$ cat src/rtl/fifo_pkg.sv
// Shared types and helpers for the FIFO read-side stream adapter.
package fifo_pkg;

    typedef enum logic [1:0] {
        EMPTY = 2'd0,
        ONE   = 2'd1,
        TWO   = 2'd2
    } rd_state_t;

    localparam int DT_WIDTH_DEF = 8;
    localparam int STAT_W       = 16;

    // Saturating increment for the statistics counters.
    function automatic logic [STAT_W-1:0] sat_inc(input logic [STAT_W-1:0] v);
        if (v == {STAT_W{1'b1}}) begin
            return v;
        end else begin
            return v + {{(STAT_W-1){1'b0}}, 1'b1};
        end
    endfunction

endpackage

$ cat src/rtl/fifo_rd_skid.sv
// Two-entry skid buffer: head register drives the stream, tail absorbs the
// word popped in the cycle the consumer stalls. All outputs are registers.
module fifo_rd_skid
    import fifo_pkg::*;
#(
    parameter int DT_WIDTH = DT_WIDTH_DEF
) (
    input  logic                clk,
    input  logic                rst,
    input  logic                i_push,
    input  logic [DT_WIDTH-1:0] i_push_data,
    input  logic                i_pop,
    input  logic                i_flush,
    output rd_state_t           o_state,
    output logic                o_valid,
    output logic [DT_WIDTH-1:0] o_data
);

    rd_state_t           r_state;
    logic                r_valid;
    logic [DT_WIDTH-1:0] r_head;
    logic [DT_WIDTH-1:0] r_tail;

    // Buffer state machine; flush wins over every other transition.
    always_ff @(posedge clk or posedge rst) begin
        if (rst) begin
            r_state <= EMPTY;
            r_valid <= 1'b0;
            r_head  <= {DT_WIDTH{1'b0}};
            r_tail  <= {DT_WIDTH{1'b0}};
        end else if (i_flush) begin
            r_state <= EMPTY;
            r_valid <= 1'b0;
        end else begin
            case (r_state)
                EMPTY: begin
                    if (i_push) begin
                        r_state <= ONE;
                        r_valid <= 1'b1;
                        r_head  <= i_push_data;
                    end else begin
                        r_state <= EMPTY;
                    end
                end
                ONE: begin
                    if (i_push && i_pop) begin
                        r_head <= i_push_data;
                    end else if (i_push) begin
                        r_state <= TWO;
                        r_tail  <= i_push_data;
                    end else if (i_pop) begin
                        r_state <= EMPTY;
                        r_valid <= 1'b0;
                    end else begin
                        r_state <= ONE;
                    end
                end
                TWO: begin
                    if (i_pop) begin
                        r_state <= ONE;
                        r_head  <= r_tail;
                    end else begin
                        r_state <= TWO;
                    end
                end
                default: begin
                    r_state <= EMPTY;
                    r_valid <= 1'b0;
                end
            endcase
        end
    end

    assign o_state = r_state;
    assign o_valid = r_valid;
    assign o_data  = r_head;

endmodule

$ cat src/rtl/fifo_rd_stream.sv
// FIFO read port to registered valid/ready stream adapter.
// Optional build macro FIFO_RD_STATS_EN adds saturating transfer and
// stall counters (stat_words, stat_stall); they survive flush.
module fifo_rd_stream
    import fifo_pkg::*;
#(
    parameter int DT_WIDTH = DT_WIDTH_DEF
) (
    input  logic                clk,
    input  logic                rst,
    input  logic                fifo_empty,
    input  logic [DT_WIDTH-1:0] fifo_rd_dt,
    output logic                fifo_rd_en,
    input  logic                flush,
    output logic                m_valid,
    input  logic                m_ready,
    output logic [DT_WIDTH-1:0] m_data
`ifdef FIFO_RD_STATS_EN
    ,
    output logic [STAT_W-1:0]   stat_words,
    output logic [STAT_W-1:0]   stat_stall
`endif
);

    rd_state_t w_state;
    logic      w_rd_en;
    logic      w_pop;

    // Pop request depends only on registered state and FIFO status, never
    // on m_ready, so no combinational path crosses the adapter.
    assign w_rd_en    = !rst & !fifo_empty & !flush & (w_state != TWO);
    assign w_pop      = w_rd_en & !fifo_empty;
    assign fifo_rd_en = w_rd_en;

    fifo_rd_skid #(
        .DT_WIDTH (DT_WIDTH)
    ) u_skid (
        .clk         (clk),
        .rst         (rst),
        .i_push      (w_pop),
        .i_push_data (fifo_rd_dt),
        .i_pop       (m_ready),
        .i_flush     (flush),
        .o_state     (w_state),
        .o_valid     (m_valid),
        .o_data      (m_data)
    );

`ifdef FIFO_RD_STATS_EN
    logic [STAT_W-1:0] r_stat_words;
    logic [STAT_W-1:0] r_stat_stall;

    // Saturating transfer and stall counters; only reset clears them.
    always_ff @(posedge clk or posedge rst) begin
        if (rst) begin
            r_stat_words <= {STAT_W{1'b0}};
            r_stat_stall <= {STAT_W{1'b0}};
        end else begin
            if (m_valid && m_ready) begin
                r_stat_words <= sat_inc(r_stat_words);
            end else begin
                r_stat_words <= r_stat_words;
            end
            if (m_valid && !m_ready) begin
                r_stat_stall <= sat_inc(r_stat_stall);
            end else begin
                r_stat_stall <= r_stat_stall;
            end
        end
    end

    assign stat_words = r_stat_words;
    assign stat_stall = r_stat_stall;
`endif

endmodule

$ cat config.mk
export PLATFORM = sky130hd
export DESIGN_NAME = fifo_rd_stream
export DESIGN_NICKNAME = d
export VERILOG_FILES = /design/src/rtl/fifo_pkg.sv /design/src/rtl/fifo_rd_skid.sv /design/src/rtl/fifo_rd_stream.sv
export SDC_FILE = /design/constraint.sdc
export NUM_CORES = 1
export LEC_CHECK = 0
export CORE_MARGIN = 10
export CORE_UTILIZATION = 40
export CTS_CLUSTER_SIZE = 24
export DETAILED_ROUTE_END_ITERATION = 7
export PLACE_DENSITY = 0.79
export SLEW_MARGIN = 20
export SYNTH_ARGS = -nofsm -noshare
export SYNTH_HDL_FRONTEND = slang
export SYNTH_SLANG_ARGS = --single-unit
$ cat constraint.sdc
create_clock -name clk -period 2 [get_ports clk]
set_input_delay 0.3 -clock clk [delete_from_list [all_inputs] [get_ports clk]]
set_output_delay 0.3 -clock clk [all_outputs]
set_load 0.1 [all_outputs]
==> impl_metrics.yaml <==
cells_and_area:
  syn_to_final_growth_pct: 36.5
  fillers: 210
  fin_util: 0.563
  fin_nets: 120
  drive_above_1_share: 0.311
  fin_area_um2: 1220
  antenna_cells: 0
power:
  power.total_mw: 1.15
  vdd_drop_max_uv: 587
  p_leak_nw: 0.513
  power_density_nw_per_um2: 944
logic_synthesis:
  synth_top_cell_by_area: "dfrtp_1"
  synth_fp_nets: 89
  syn_area_um2: 896
  synth.distinct_cells: 21
  yosysSeqAreaShare: 0.531
  ys_ff_latch: 19
  post_synth.cell_area_avg_um2: 11.8
  synth_top_area_frac: 0.531
  synthCells: 76
  ys_warn_count: 0
  synth_area_leaders: "dfrtp_1 (53%), mux2_2 (10%), mux2i_1 (8.9%)"
floorplan:
  pin_count: 23
  row_count: 17
  die_y_um: 67.3
  initial_core_util: 0.413
  die_w_um: 67.3
  core_area_um2: 2170
  dieArea_um2: 4530
worst_setup_path:
  worstPathRequired_ps: 1700
  critPathKind: "input port to primary output"
  cp-start-kind: "input port"
  end_kind: "primary output"
  crit_arrival_ps: 1490
  critPathMaxFanout: 6
routing:
  drc_errors: 0
  viasPerCell: 4.95
  drtIter0Drc: 18
  vias: 663
  wl_per_cell_um: 14.2
  routed_wirelength_um: 1900
  ant_nets: 0
  drt_first_pass_iters: 4
global_routing:
  antenna_found_initial: 0
  grt_pass1_vias: 700
  grt-ovfl-total: 0
  grt_use_total: 0.0879
  grt_first_pass_wirelength_um: 3060
  grt_max_degree: 20
clock_tree:
  root_buffer: "clkbuf_4"
  clock_latency_ps: 290
  post_cts_resize_count: 0
  ctsLongestPathBuffers: 2
  cts_tree: "done"
  cts.reportedPaths.clkPinSlew_ps: 100
  cts_sinks: 19
  numCtsBuffers: 3
  ctsHoldBuffers: 0
  post_cts_buffers: 0
  htreeDepth: 1
timing:
  drv_slew: 0
  finalSetupViolCount: 0
  rsz0062_at_grt: "false"
  fin_tns_setup_ps: 0
  period_minus_slack_ps: 1790
  slew-limit-headroom: 0.543
  tightest_slew_ps: 684
  fin_crit_sh: 0.895
  holdWs_ps: 515
  skew_ps: 3.07
  hold_viol_final: 0
  timing.fmax_ghz: 0.558
placement:
  hpwlAfterDp_um: 1470
  dpl-instance-area_um2: 1200
  place.gp.congestion: 0.795
  portBuffers: 22
status:
  outcome: "finished clean"
hold_path:
  hp-class: "flip-flop to flip-flop"
flow_run:
  drv_cap: 0
cell usage after synthesis, drive strengths merged:
library cell  instances
nor3                  2
dfrtp                19
o21ai                 1
nand2b                1
clkbuf                1
or4b                  1
or4                   1
a31oi                 1
nor2b                 4
nand3                 1
mux2                  8
nand3b                1
nor2                 11
nor4                  1
mux2i                 8
buf                   1
xnor2                 1
a21oi                10
a2bb2oi               1
inv                   2
layout by cell type (no fill, tap or decap), drive strengths merged:
| cell | netlist | layout |
|---|---|---|
| nor2 | 11 | 11 |
| nor2b | 4 | 4 |
| a31oi | 1 | 1 |
| nor3 | 2 | 2 |
| inv | 2 | 2 |
| nand3 | 1 | 1 |
| nand2b | 1 | 1 |
| or4 | 1 | 1 |
| nand3b | 1 | 1 |
| xnor2 | 1 | 1 |
| o21ai | 1 | 1 |
| buf | 1 | 16 |
| a21oi | 10 | 10 |
| a2bb2oi | 1 | 1 |
| mux2i | 8 | 8 |
| clkbuf | 1 | 4 |
| clkdlybuf4s50 | 0 | 12 |
| mux2 | 8 | 8 |
| nor4 | 1 | 1 |
| dfrtp | 19 | 19 |
| or4b | 1 | 1 |
cell families after synthesis:
kind of cell / count (synthesis) / synth area share
buffers and inverters: 4 / 0.0251
AOI/OAI and AO/OA: 13 / 0.103
DFF: 19 / 0.531
and+or+nand+nor: 23 / 0.141
xor gates and xnor gates: 1 / 0.00978
muxes: 16 / 0.190
where the power goes:
part | internal [mW] | leakage [nW] | switching [mW] | total [mW]
clock network | 0.0774 | 0.0150 | 0.109 | 0.187
registers | 0.447 | 0.234 | 0.0382 | 0.485
logic | 0.133 | 0.264 | 0.349 | 0.482
total | 0.657 | 0.513 | 0.497 | 1.15
final cells by class:
type / count / area (um2) / share of cell area
Clock buffer: 4 / 26.3 / 0.0215
Inverter: 2 / 7.51 / 0.00614
Multi-Input combinational cell: 53 / 413 / 0.338
Sequential cell: 19 / 475 / 0.389
Tap cell: 28 / 35.0 / 0.0287
Timing Repair Buffer: 28 / 265 / 0.217
through the flow:
step           instances  worst slack [ps]
6_report             134               209
5_1_grt              134               158
4_1_cts              134               194
3_5_place_dp         130              53.1
3_3_place_gp         130               121
2_1_floorplan         76             -71.0
worst paths after layout:
check | from | to | slack [ps] | depth (start not counted)
max in group asynchronous | rst | u_skid.o_data[5] | 1040 | 2
worst max register to register | u_skid.o_state[1] | u_skid.o_data[4] | 350 | 5
worst max-delay path | flush | fifo_rd_en | 210 | 3
min in group asynchronous | rst | u_skid.o_data[7] | 530 | 2
worst min register to register | u_skid.r_tail[2] | u_skid.r_tail[2] | 520 | 1
worst min-delay path | u_skid.r_tail[2] | u_skid.r_tail[2] | 520 | 1
critical path, stage by stage:
cell and delay [ps]:
clkdlybuf4s50_1 580, nor4_4 390, buf_12 210
registers in the layout, summed over array words and instances (netlist names):
name,cells
u_skid.o_valid,1
u_skid.r_tail,8
u_skid.o_state,2
u_skid.o_data,8
layer usage:
layer  vias to the layer above  part of all wire  GRT usage  wire length, um
met4                         0            0.0063     0.0385               12
met5                         -                 0          0                0
met3                         2             0.052     0.0248               99
met2                        11              0.54      0.160             1020
li1                        329                 -          -                -
met1                       321              0.40     0.0921              763
No activity file was read; power rests on OpenSTA's default activity.
